$ cat config.mk
export PLATFORM = sky130hd
export DESIGN_NAME = bp_update_sched
export DESIGN_NICKNAME = d
export VERILOG_FILES = /design/src/rtl/bp_update_sched.sv
export SDC_FILE = /design/constraint.sdc
export NUM_CORES = 1
export LEC_CHECK = 0
export ABC_AREA = 0
export CAP_MARGIN = 15
export CELL_PAD_IN_SITES_DETAIL_PLACEMENT = 2
export CELL_PAD_IN_SITES_GLOBAL_PLACEMENT = 2
export CORE_MARGIN = 8
export CORE_UTILIZATION = 45
export CTS_CLUSTER_DIAMETER = 30
export DETAILED_ROUTE_END_ITERATION = 8
export PLACE_DENSITY = 0.95
export SKIP_LAST_GASP = 1
export SLEW_MARGIN = 20
export SYNTH_ARGS = -nofsm -noshare
export SYNTH_HDL_FRONTEND = slang
export SYNTH_SLANG_ARGS = --single-unit
export TNS_END_PERCENT = 50
$ cat constraint.sdc
create_clock -name cpu_clk -period 10.8 [get_ports cpu_clk]
set_input_delay 2.16 -clock cpu_clk [delete_from_list [all_inputs] [get_ports cpu_clk]]
set_output_delay 2.16 -clock cpu_clk [all_outputs]
set_load 0.02 [all_outputs]
$ cat src/rtl/bp_update_sched.sv
// Branch predictor update scheduler.
// Owns the single write port of the predictor tables. Resolved branches from EX
// are buffered in a small FIFO and written one per cycle. A flush request
// discards the buffered updates and sweeps every table entry invalid while
// prediction is blocked.
module bp_update_sched #(
  parameter int ADDR_WIDTH    = 32,
  parameter int ENTRY_NUM     = 256,
  parameter int PR_ADDR_WIDTH = $clog2(ENTRY_NUM),
  parameter int FIFO_DEPTH    = 4
) (
  input  logic                     cpu_clk,
  input  logic                     cpu_rst,
  input  logic                     upd_valid,
  input  logic [ADDR_WIDTH-1:0]    upd_pc,
  input  logic [ADDR_WIDTH-1:0]    upd_target,
  input  logic                     upd_taken,
  input  logic                     upd_is_loop,
  output logic                     upd_ready,
  input  logic                     flush_req,
  output logic                     tbl_wen,
  output logic                     tbl_wclr,
  output logic [PR_ADDR_WIDTH-1:0] tbl_waddr,
  output logic [ADDR_WIDTH-1:0]    tbl_wpc,
  output logic [ADDR_WIDTH-1:0]    tbl_wtarget,
  output logic                     tbl_wtaken,
  output logic                     tbl_wloop,
  output logic                     predict_block,
  output logic                     flush_done,
  output logic [15:0]              drop_cnt
);

  localparam int PTR_W = $clog2(FIFO_DEPTH);
  localparam int ENT_W = 2 * ADDR_WIDTH + 2;
  localparam int IDX_W = PR_ADDR_WIDTH + 1;

  typedef enum logic [1:0] {
    IDLE  = 2'd0,
    DRAIN = 2'd1,
    FLUSH = 2'd2
  } state_t;

  state_t state_reg, state_next;

  // Pointers carry one extra wrap bit so full and empty are distinguishable.
  logic [PTR_W:0]   wr_ptr_reg, rd_ptr_reg;
  logic [PTR_W:0]   fifo_count, count_after;
  logic [ENT_W-1:0] fifo_mem [FIFO_DEPTH];
  logic [ENT_W-1:0] head_entry;
  logic             fifo_empty, fifo_full;

  // Sweep index has an extra MSB; it is set once every entry has been issued.
  logic [IDX_W-1:0] sweep_idx_reg;

  logic                     push, pop, flush_start, sweep_active;
  logic [ADDR_WIDTH-1:0]    head_pc, head_target;
  logic                     head_taken, head_loop;

  logic                     tbl_wen_reg, tbl_wclr_reg;
  logic [PR_ADDR_WIDTH-1:0] tbl_waddr_reg;
  logic [ADDR_WIDTH-1:0]    tbl_wpc_reg, tbl_wtarget_reg;
  logic                     tbl_wtaken_reg, tbl_wloop_reg;
  logic                     predict_block_reg, flush_done_reg;
  logic [15:0]              drop_cnt_reg;

  assign fifo_empty = (wr_ptr_reg == rd_ptr_reg);
  assign fifo_full  = (wr_ptr_reg[PTR_W] != rd_ptr_reg[PTR_W]) &&
                      (wr_ptr_reg[PTR_W-1:0] == rd_ptr_reg[PTR_W-1:0]);
  assign fifo_count = wr_ptr_reg - rd_ptr_reg;

  // A flush request in IDLE/DRAIN starts the sweep; in FLUSH it is ignored.
  assign flush_start = flush_req && (state_reg != FLUSH);

  // The update arriving with a flush request is stale and must not be taken.
  assign upd_ready    = !fifo_full && (state_reg != FLUSH) && !flush_req;
  assign push         = upd_valid && upd_ready;
  assign pop          = !fifo_empty && (state_reg != FLUSH) && !flush_req;
  assign sweep_active = (state_reg == FLUSH) && !sweep_idx_reg[IDX_W-1];

  assign count_after = fifo_count + {{PTR_W{1'b0}}, push} - {{PTR_W{1'b0}}, pop};

  assign head_entry = fifo_mem[rd_ptr_reg[PTR_W-1:0]];
  assign {head_pc, head_target, head_taken, head_loop} = head_entry;

  // Update buffer storage; contents need no reset since pointers gate reads.
  always_ff @(posedge cpu_clk) begin
    if (push) begin
      fifo_mem[wr_ptr_reg[PTR_W-1:0]] <= {upd_pc, upd_target, upd_taken, upd_is_loop};
    end
  end

  // FIFO pointers: cleared together when a flush starts.
  always_ff @(posedge cpu_clk or posedge cpu_rst) begin
    if (cpu_rst) begin
      wr_ptr_reg <= '0;
      rd_ptr_reg <= '0;
    end else if (flush_start) begin
      wr_ptr_reg <= '0;
      rd_ptr_reg <= '0;
    end else begin
      if (push) wr_ptr_reg <= wr_ptr_reg + (PTR_W + 1)'(1);
      if (pop)  rd_ptr_reg <= rd_ptr_reg + (PTR_W + 1)'(1);
    end
  end

  // State register.
  always_ff @(posedge cpu_clk or posedge cpu_rst) begin
    if (cpu_rst) state_reg <= IDLE;
    else         state_reg <= state_next;
  end

  // Next-state logic: DRAIN while anything remains buffered, FLUSH until swept.
  always_comb begin
    state_next = state_reg;
    case (state_reg)
      IDLE, DRAIN: begin
        if (flush_req)               state_next = FLUSH;
        else if (count_after != '0)  state_next = DRAIN;
        else                         state_next = IDLE;
      end
      FLUSH: begin
        if (sweep_idx_reg[IDX_W-1])  state_next = IDLE;
      end
      default: state_next = IDLE;
    endcase
  end

  // Sweep index: entry 0 is issued in the flush-start cycle, the rest in FLUSH.
  always_ff @(posedge cpu_clk or posedge cpu_rst) begin
    if (cpu_rst) begin
      sweep_idx_reg <= '0;
    end else if (flush_start) begin
      sweep_idx_reg <= IDX_W'(1);
    end else if (sweep_active) begin
      sweep_idx_reg <= sweep_idx_reg + IDX_W'(1);
    end else if (state_reg == FLUSH) begin
      sweep_idx_reg <= '0;
    end
  end

  // Table write port: sweep writes take priority over buffered updates.
  always_ff @(posedge cpu_clk or posedge cpu_rst) begin
    if (cpu_rst) begin
      tbl_wen_reg     <= 1'b0;
      tbl_wclr_reg    <= 1'b0;
      tbl_waddr_reg   <= '0;
      tbl_wpc_reg     <= '0;
      tbl_wtarget_reg <= '0;
      tbl_wtaken_reg  <= 1'b0;
      tbl_wloop_reg   <= 1'b0;
    end else begin
      tbl_wen_reg  <= 1'b0;
      tbl_wclr_reg <= 1'b0;
      if (flush_start || sweep_active) begin
        tbl_wen_reg     <= 1'b1;
        tbl_wclr_reg    <= 1'b1;
        tbl_waddr_reg   <= flush_start ? '0 : sweep_idx_reg[PR_ADDR_WIDTH-1:0];
        tbl_wpc_reg     <= '0;
        tbl_wtarget_reg <= '0;
        tbl_wtaken_reg  <= 1'b0;
        tbl_wloop_reg   <= 1'b0;
      end else if (pop) begin
        tbl_wen_reg     <= 1'b1;
        tbl_waddr_reg   <= head_pc[PR_ADDR_WIDTH+1:2];
        tbl_wpc_reg     <= head_pc;
        tbl_wtarget_reg <= head_target;
        tbl_wtaken_reg  <= head_taken;
        tbl_wloop_reg   <= head_loop;
      end
    end
  end

  // Prediction blocking and end-of-sweep pulse follow the FSM one cycle later.
  always_ff @(posedge cpu_clk or posedge cpu_rst) begin
    if (cpu_rst) begin
      predict_block_reg <= 1'b0;
      flush_done_reg    <= 1'b0;
    end else begin
      predict_block_reg <= (state_next == FLUSH);
      flush_done_reg    <= (state_reg == FLUSH) && (state_next == IDLE);
    end
  end

  // Lost-update counter, saturating at all ones.
  always_ff @(posedge cpu_clk or posedge cpu_rst) begin
    if (cpu_rst) begin
      drop_cnt_reg <= '0;
    end else if (upd_valid && !upd_ready && (drop_cnt_reg != 16'hffff)) begin
      drop_cnt_reg <= drop_cnt_reg + 16'd1;
    end
  end

  assign tbl_wen       = tbl_wen_reg;
  assign tbl_wclr      = tbl_wclr_reg;
  assign tbl_waddr     = tbl_waddr_reg;
  assign tbl_wpc       = tbl_wpc_reg;
  assign tbl_wtarget   = tbl_wtarget_reg;
  assign tbl_wtaken    = tbl_wtaken_reg;
  assign tbl_wloop     = tbl_wloop_reg;
  assign predict_block = predict_block_reg;
  assign flush_done    = flush_done_reg;
  assign drop_cnt      = drop_cnt_reg;

endmodule

Yosys cells after proc, flatten, opt, wreduce, memory -nomap -nowiden
Memories as Yosys holds them, arrays and structs flattened.
Cells that the tools add are included.
Cells by class
  $add $sub $neg: 7
  equality and inequality tests: 8
  reductions and logical operators: 25
  mux-type cells: 27
Operators by type and width (count)
  $mux W32: 4
  $mux W9: 3
  $mux W8: 3
  $add A16 B1 Y16 const B: 1
  $ne A16 B16 Y1 const B: 1
  $mux W3: 4
  $logic_and A1 B1 Y1: 11
  $mux W1: 10
  $add A9 B1 Y9 const B: 1
  $add A3 B1 Y3 const B: 2
  $reduce_bool A2 Y1: 3
  $reduce_bool A3 Y1: 2
  $logic_not A1 Y1: 5
  $eq A2 B2 Y1 const B: 2
  $logic_not A2 Y1: 2
  $mux W2: 2
  $pmux W2 S2: 1
  $add A3 B1 Y3: 1
  $eq A3 B3 Y1: 1
  $sub A3 B1 Y3: 1
  $sub A3 B3 Y3: 1
  $eq A2 B1 Y1 const B: 1
  $eq A2 B2 Y1: 1
  $ne A2 B2 Y1 const B: 1
  other kinds (3): 3
Storage, ports and cells
  logic and storage cells: 82
  bits of input ports: 70
  memories: 1
  flip-flop bits (word level): 111
  RAM bits: 264
Memories
  fifo_mem: words 4, width 66, rd ports 1, clocked after memory_dff 0, wr ports 1, RTL line 48  | logic [ENT_W-1:0] fifo_mem [FIFO_DEPTH];

Longest topological paths before layout
  depth after elaboration: 14
  gate-level depth with buffers: 14
  gate-level depth less buffers: 12

Worst setup path after synthesis
OpenSTA, ideal clock, no wires.
  path kind: input -> output
  start: input flush_req
  end: output upd_ready
  stages on the path: 4
  arrival: 2791 ps
  setup slack: 5849 ps
  required time: 8640 ps
  cell sequence: clkbuf_1 > inv_1 > o311ai_4 > inv_2
On the way
  cells in the longest elaborated chain, start to end: 2
Ends and longest elaborated chain
  start, declared: RTL line 20  | input logic flush_req,
  $logic_not A1 Y1: RTL line 75  | assign upd_ready = !fifo_full && (state_reg != FLUSH) && !flush_req;
  $logic_and A1 B1 Y1: RTL line 75
  end, declared: RTL line 19  | output logic upd_ready,
Every way passes these cells.

Worst setup path in the final report
Ends and elaborated chain as after synthesis.

==> implementation parameters <==
Parameter                              Value

Status
  Run status ... complete, no violations

Yosys
  Flip-flop cell with the highest count after synthesis ... sky130_fd_sc_hd__edfxtp_1
  Cell accounting for the most synthesized area ... sky130_fd_sc_hd__edfxtp_1
  Mean post-synth cell area ... 18.9 µm²
  Post-synth EDFFs ... 264
  Share of the yosys chip area belonging to registers ... 0.752
  Count of mapped cells out of synthesis ... 751
  Portion of synthesized cell area occupied by the leading cell type ... 0.557
  Unique masters post-synth ... 44
  Proportion of synthesized flip-flops having asynchronous set or reset ... 0.296
  Synth Cell Area ... 0.0142 mm²
  Flip-flop and latch count after synthesis ... 375
  Number of nets produced by synthesis ... 832
  Synthesis warning total ... 0
  Most numerous cell in the Yosys netlist ... sky130_fd_sc_hd__edfxtp_1
  Ranking of synthesized cells by instance count ... 264 x sky130_fd_sc_hd__edfxtp_1, 111 x sky130_fd_sc_hd__dfrtp_1, 66 x sky130_fd_sc_hd__mux4_2
  Synth area leaders ... sky130_fd_sc_hd__edfxtp_1 56%, sky130_fd_sc_hd__dfrtp_1 20%, sky130_fd_sc_hd__mux4_2 10%

Floorplan
  Ports ... 165
  Die boundary width ... 194 µm
  Starting density of the core ... 0.454
  Area enclosed by the die boundary ... 0.0376 mm²
  Total core area ... 0.0313 mm²
  Die height ... 194 µm
  Number of rows created at floorplan ... 65

Finish
  Final core utilization ... 0.618
  Cell area after layout ... 0.0193 mm²
  Count of non-filler cells in the finished layout ... 1444
  Max FFs per register ... 264
  Number of fill cells in the layout ... 2488
  Fraction of final layout cells with drive strength greater than 1 ... 0.223
  Layout Area Growth over Synthesis ... 36.0%
  Post-layout nets ... 1050

Place
  Placed standard-cell area ... 0.0163 mm²
  Number of cells after detailed placement ... 1283
  DP Wirelength ... 22600 µm
  Count of input and output buffers ... 164
  Placer Congestion ... 0.752

Hold path
  Depth of the worst hold-timing path ... 1
  Class of the tightest hold or removal check ... reg2reg

GRT
  GRT Residual Overflow ... 0
  Vias in the first global route ... 9839
  Combined global-route utilization of all metal layers ... 0.230
  Pin count of the biggest net entering global routing ... 72
  First-pass GRT wire length ... 65300 µm
  Antenna violations before repair ... 3

Timing
  Clock Skew ... 25.0 ps
  Achievable frequency ... 0.159 GHz
  Unrepaired setup endpoints after global routing ... no
  Summed negative setup slack over all endpoints ... 0 ps
  Fin crit period ... 6280 ps
  Final setup fails ... 0
  Worst Max-Slew Pin Slew ... 1120 ps
  Final hold violations ... 0
  Max-slew violations ... 0
  Final period utilization ... 0.581
  Worst relative slew slack ... 0.255

Drt
  1st-iter DRT viols ... 478
  Residual DRC ... 0
  Antenna Violating Nets Remaining ... 0
  Ratio of routed vias to standard cells ... 5.66
  WL final ... 42600 µm
  Routed length per placed instance ... 29.5 µm
  Count of TritonRoute iterations in the first routing pass ... 4
  Overall via count from detail_route ... 8178

Clock network
  Number of setup buffers added after CTS ... 0
  Clock tree root buffer cell ... sky130_fd_sc_hd__clkbuf_16
  Resize count post-CTS ... 0
  Register clock-pin slew on the reported worst setup and hold paths ... 40 ps
  Quantity of hold-fixing buffers added after cts ... 0
  Deepest clock path buffer count ... 3
  Clock tree from TritonCTS ... yes
  Cts bufs inserted ... 84
  Clock latency reported for the late side of the worst-skew pair ... 580 ps
  Clock Sinks ... 375
  Deepest level of the CTS H-tree ... 3

Worst setup path
  CP Launch Point ... flush_req
  Slowest cell on the critical path ... sky130_fd_sc_hd__clkdlybuf4s50_1
  CP required ... 8640 ps
  Most prevalent standard cell on the critical path ... sky130_fd_sc_hd__clkdlybuf4s50_1
  Largest stage delay on the critical path ... 670 ps
  Cell breakdown of the critical path ... clkdlybuf4s50_1, inv_1, o311ai_4, inv_2, clkdlybuf4s50_1
  Crit path max fanout ... 16
  Register-to-register setup slack ... 6380 ps
  Critical path start-end classification ... in2out
  Termination of the worst setup path ... upd_ready
  Launching point of the worst reg2reg path ... rd_ptr_reg[0]
  Arrival time at the worst endpoint ... 4120 ps
  Register-to-Register Path Depth ... 13
  Kind of end point of the critical path ... primary output
  Capturing point of the worst reg2reg path ... state_reg[0]
  Startpoint class of the critical path ... primary input

Run
  Number of max-capacitance violations reported ... 0

Pwr
  Total leakage power ... 7.05 nW
  Tot Pwr ... 6.19 mW
  Pwr/cell area ... 320 mW/mm²
  Worst vdd rail ir drop ... 0.000223 V
cell usage in the layout (no fill, tap or decap), types with 3 or more instances in the layout:
cell / count
sky130_fd_sc_hd__edfxtp_1: 264
sky130_fd_sc_hd__nand2_1: 31
sky130_fd_sc_hd__nand3_1: 22
sky130_fd_sc_hd__clkinv_8: 5
sky130_fd_sc_hd__a22o_1: 52
sky130_fd_sc_hd__a21oi_1: 7
sky130_fd_sc_hd__and3_4: 4
sky130_fd_sc_hd__a21o_1: 4
sky130_fd_sc_hd__and3_1: 4
sky130_fd_sc_hd__dfrtp_1: 109
sky130_fd_sc_hd__buf_4: 4
sky130_fd_sc_hd__nor3_1: 8
sky130_fd_sc_hd__o21ai_0: 24
sky130_fd_sc_hd__xnor2_1: 17
sky130_fd_sc_hd__bufinv_16: 18
sky130_fd_sc_hd__clkinvlp_4: 7
sky130_fd_sc_hd__xor2_1: 4
sky130_fd_sc_hd__nand4_1: 19
sky130_fd_sc_hd__clkbuf_8: 3
sky130_fd_sc_hd__clkbuf_1: 17
sky130_fd_sc_hd__clkinv_2: 17
sky130_fd_sc_hd__inv_1: 16
sky130_fd_sc_hd__ha_1: 9
sky130_fd_sc_hd__clkbuf_16: 84
sky130_fd_sc_hd__inv_2: 4
sky130_fd_sc_hd__a32oi_1: 5
sky130_fd_sc_hd__and2_1: 6
sky130_fd_sc_hd__mux2_2: 4
sky130_fd_sc_hd__mux4_2: 66
sky130_fd_sc_hd__clkinv_1: 3
sky130_fd_sc_hd__clkdlybuf4s50_1: 164
sky130_fd_sc_hd__nor2_1: 6
how the worst min path moves through the flow:
stage / end / slack, ps / start
floorplan: sweep_idx_reg[6] / 470 / sweep_idx_reg[6]
global placement: tbl_wpc[4] / 470 / tbl_wpc[4]
detailed placement: tbl_wpc[2] / 480 / tbl_wpc[2]
CTS: tbl_wpc[4] / 490 / tbl_wpc[4]
global route: tbl_wpc[2] / 530 / tbl_wpc[2]
finish: tbl_wpc[4] / 480 / tbl_wpc[4]
report_power, final:
group	switching (mW)	internal [mW]	total, mW
Sequential	0.232	1.79	2.02
Combinational	0.797	0.642	1.44
Clock	0.843	1.88	2.73
Total	1.87	4.32	6.19
cell type report:
class	count	area (µm²)	share of cell area
clock buffers	104	2210	0.114
diodes	2	5.00	0.000259
repair buffers	171	1730	0.0894
clock inverters	53	806	0.0417
inverters	21	81.3	0.00420
well taps	402	503	0.0260
multi-input cells	316	3300	0.171
flip-flops and latches	375	10700	0.554
kinds of logic after synthesis:
kind of cell	count (synthesis)	share of synthesized area
simple gates	112	0.0417
compound gates	101	0.0558
flops	375	0.752
xor+xnor	21	0.0129
fa+ha+maj	11	0.0107
mux	71	0.108
buf+inv	60	0.0180
through the flow:
| stage | setup slack, ps | hold WS [ps] |
|---|---|---|
| 5_1_grt | 4420 | 526 |
| 6_report | 4520 | 479 |
| 2_1_floorplan | 5710 | 466 |
| 3_5_place_dp | 4590 | 477 |
| 3_3_place_gp | 4670 | 466 |
| 4_1_cts | 4540 | 486 |
critical path, delay by kind of cell:
kind / cells / cell delay, ps
compound gates: 1 / 270
buf+inv: 4 / 1690
metal layers:
layer | track usage | up-vias | share of wire
met5 | 0 | - | 0.00031
met4 | 0.0885 | 2 | 0.026
met1 | 0.268 | 4362 | 0.39
met2 | 0.407 | 256 | 0.54
met3 | 0.0571 | 84 | 0.048
li1 | - | 3474 | -
Note: power is estimated with default switching activity, not from simulation.
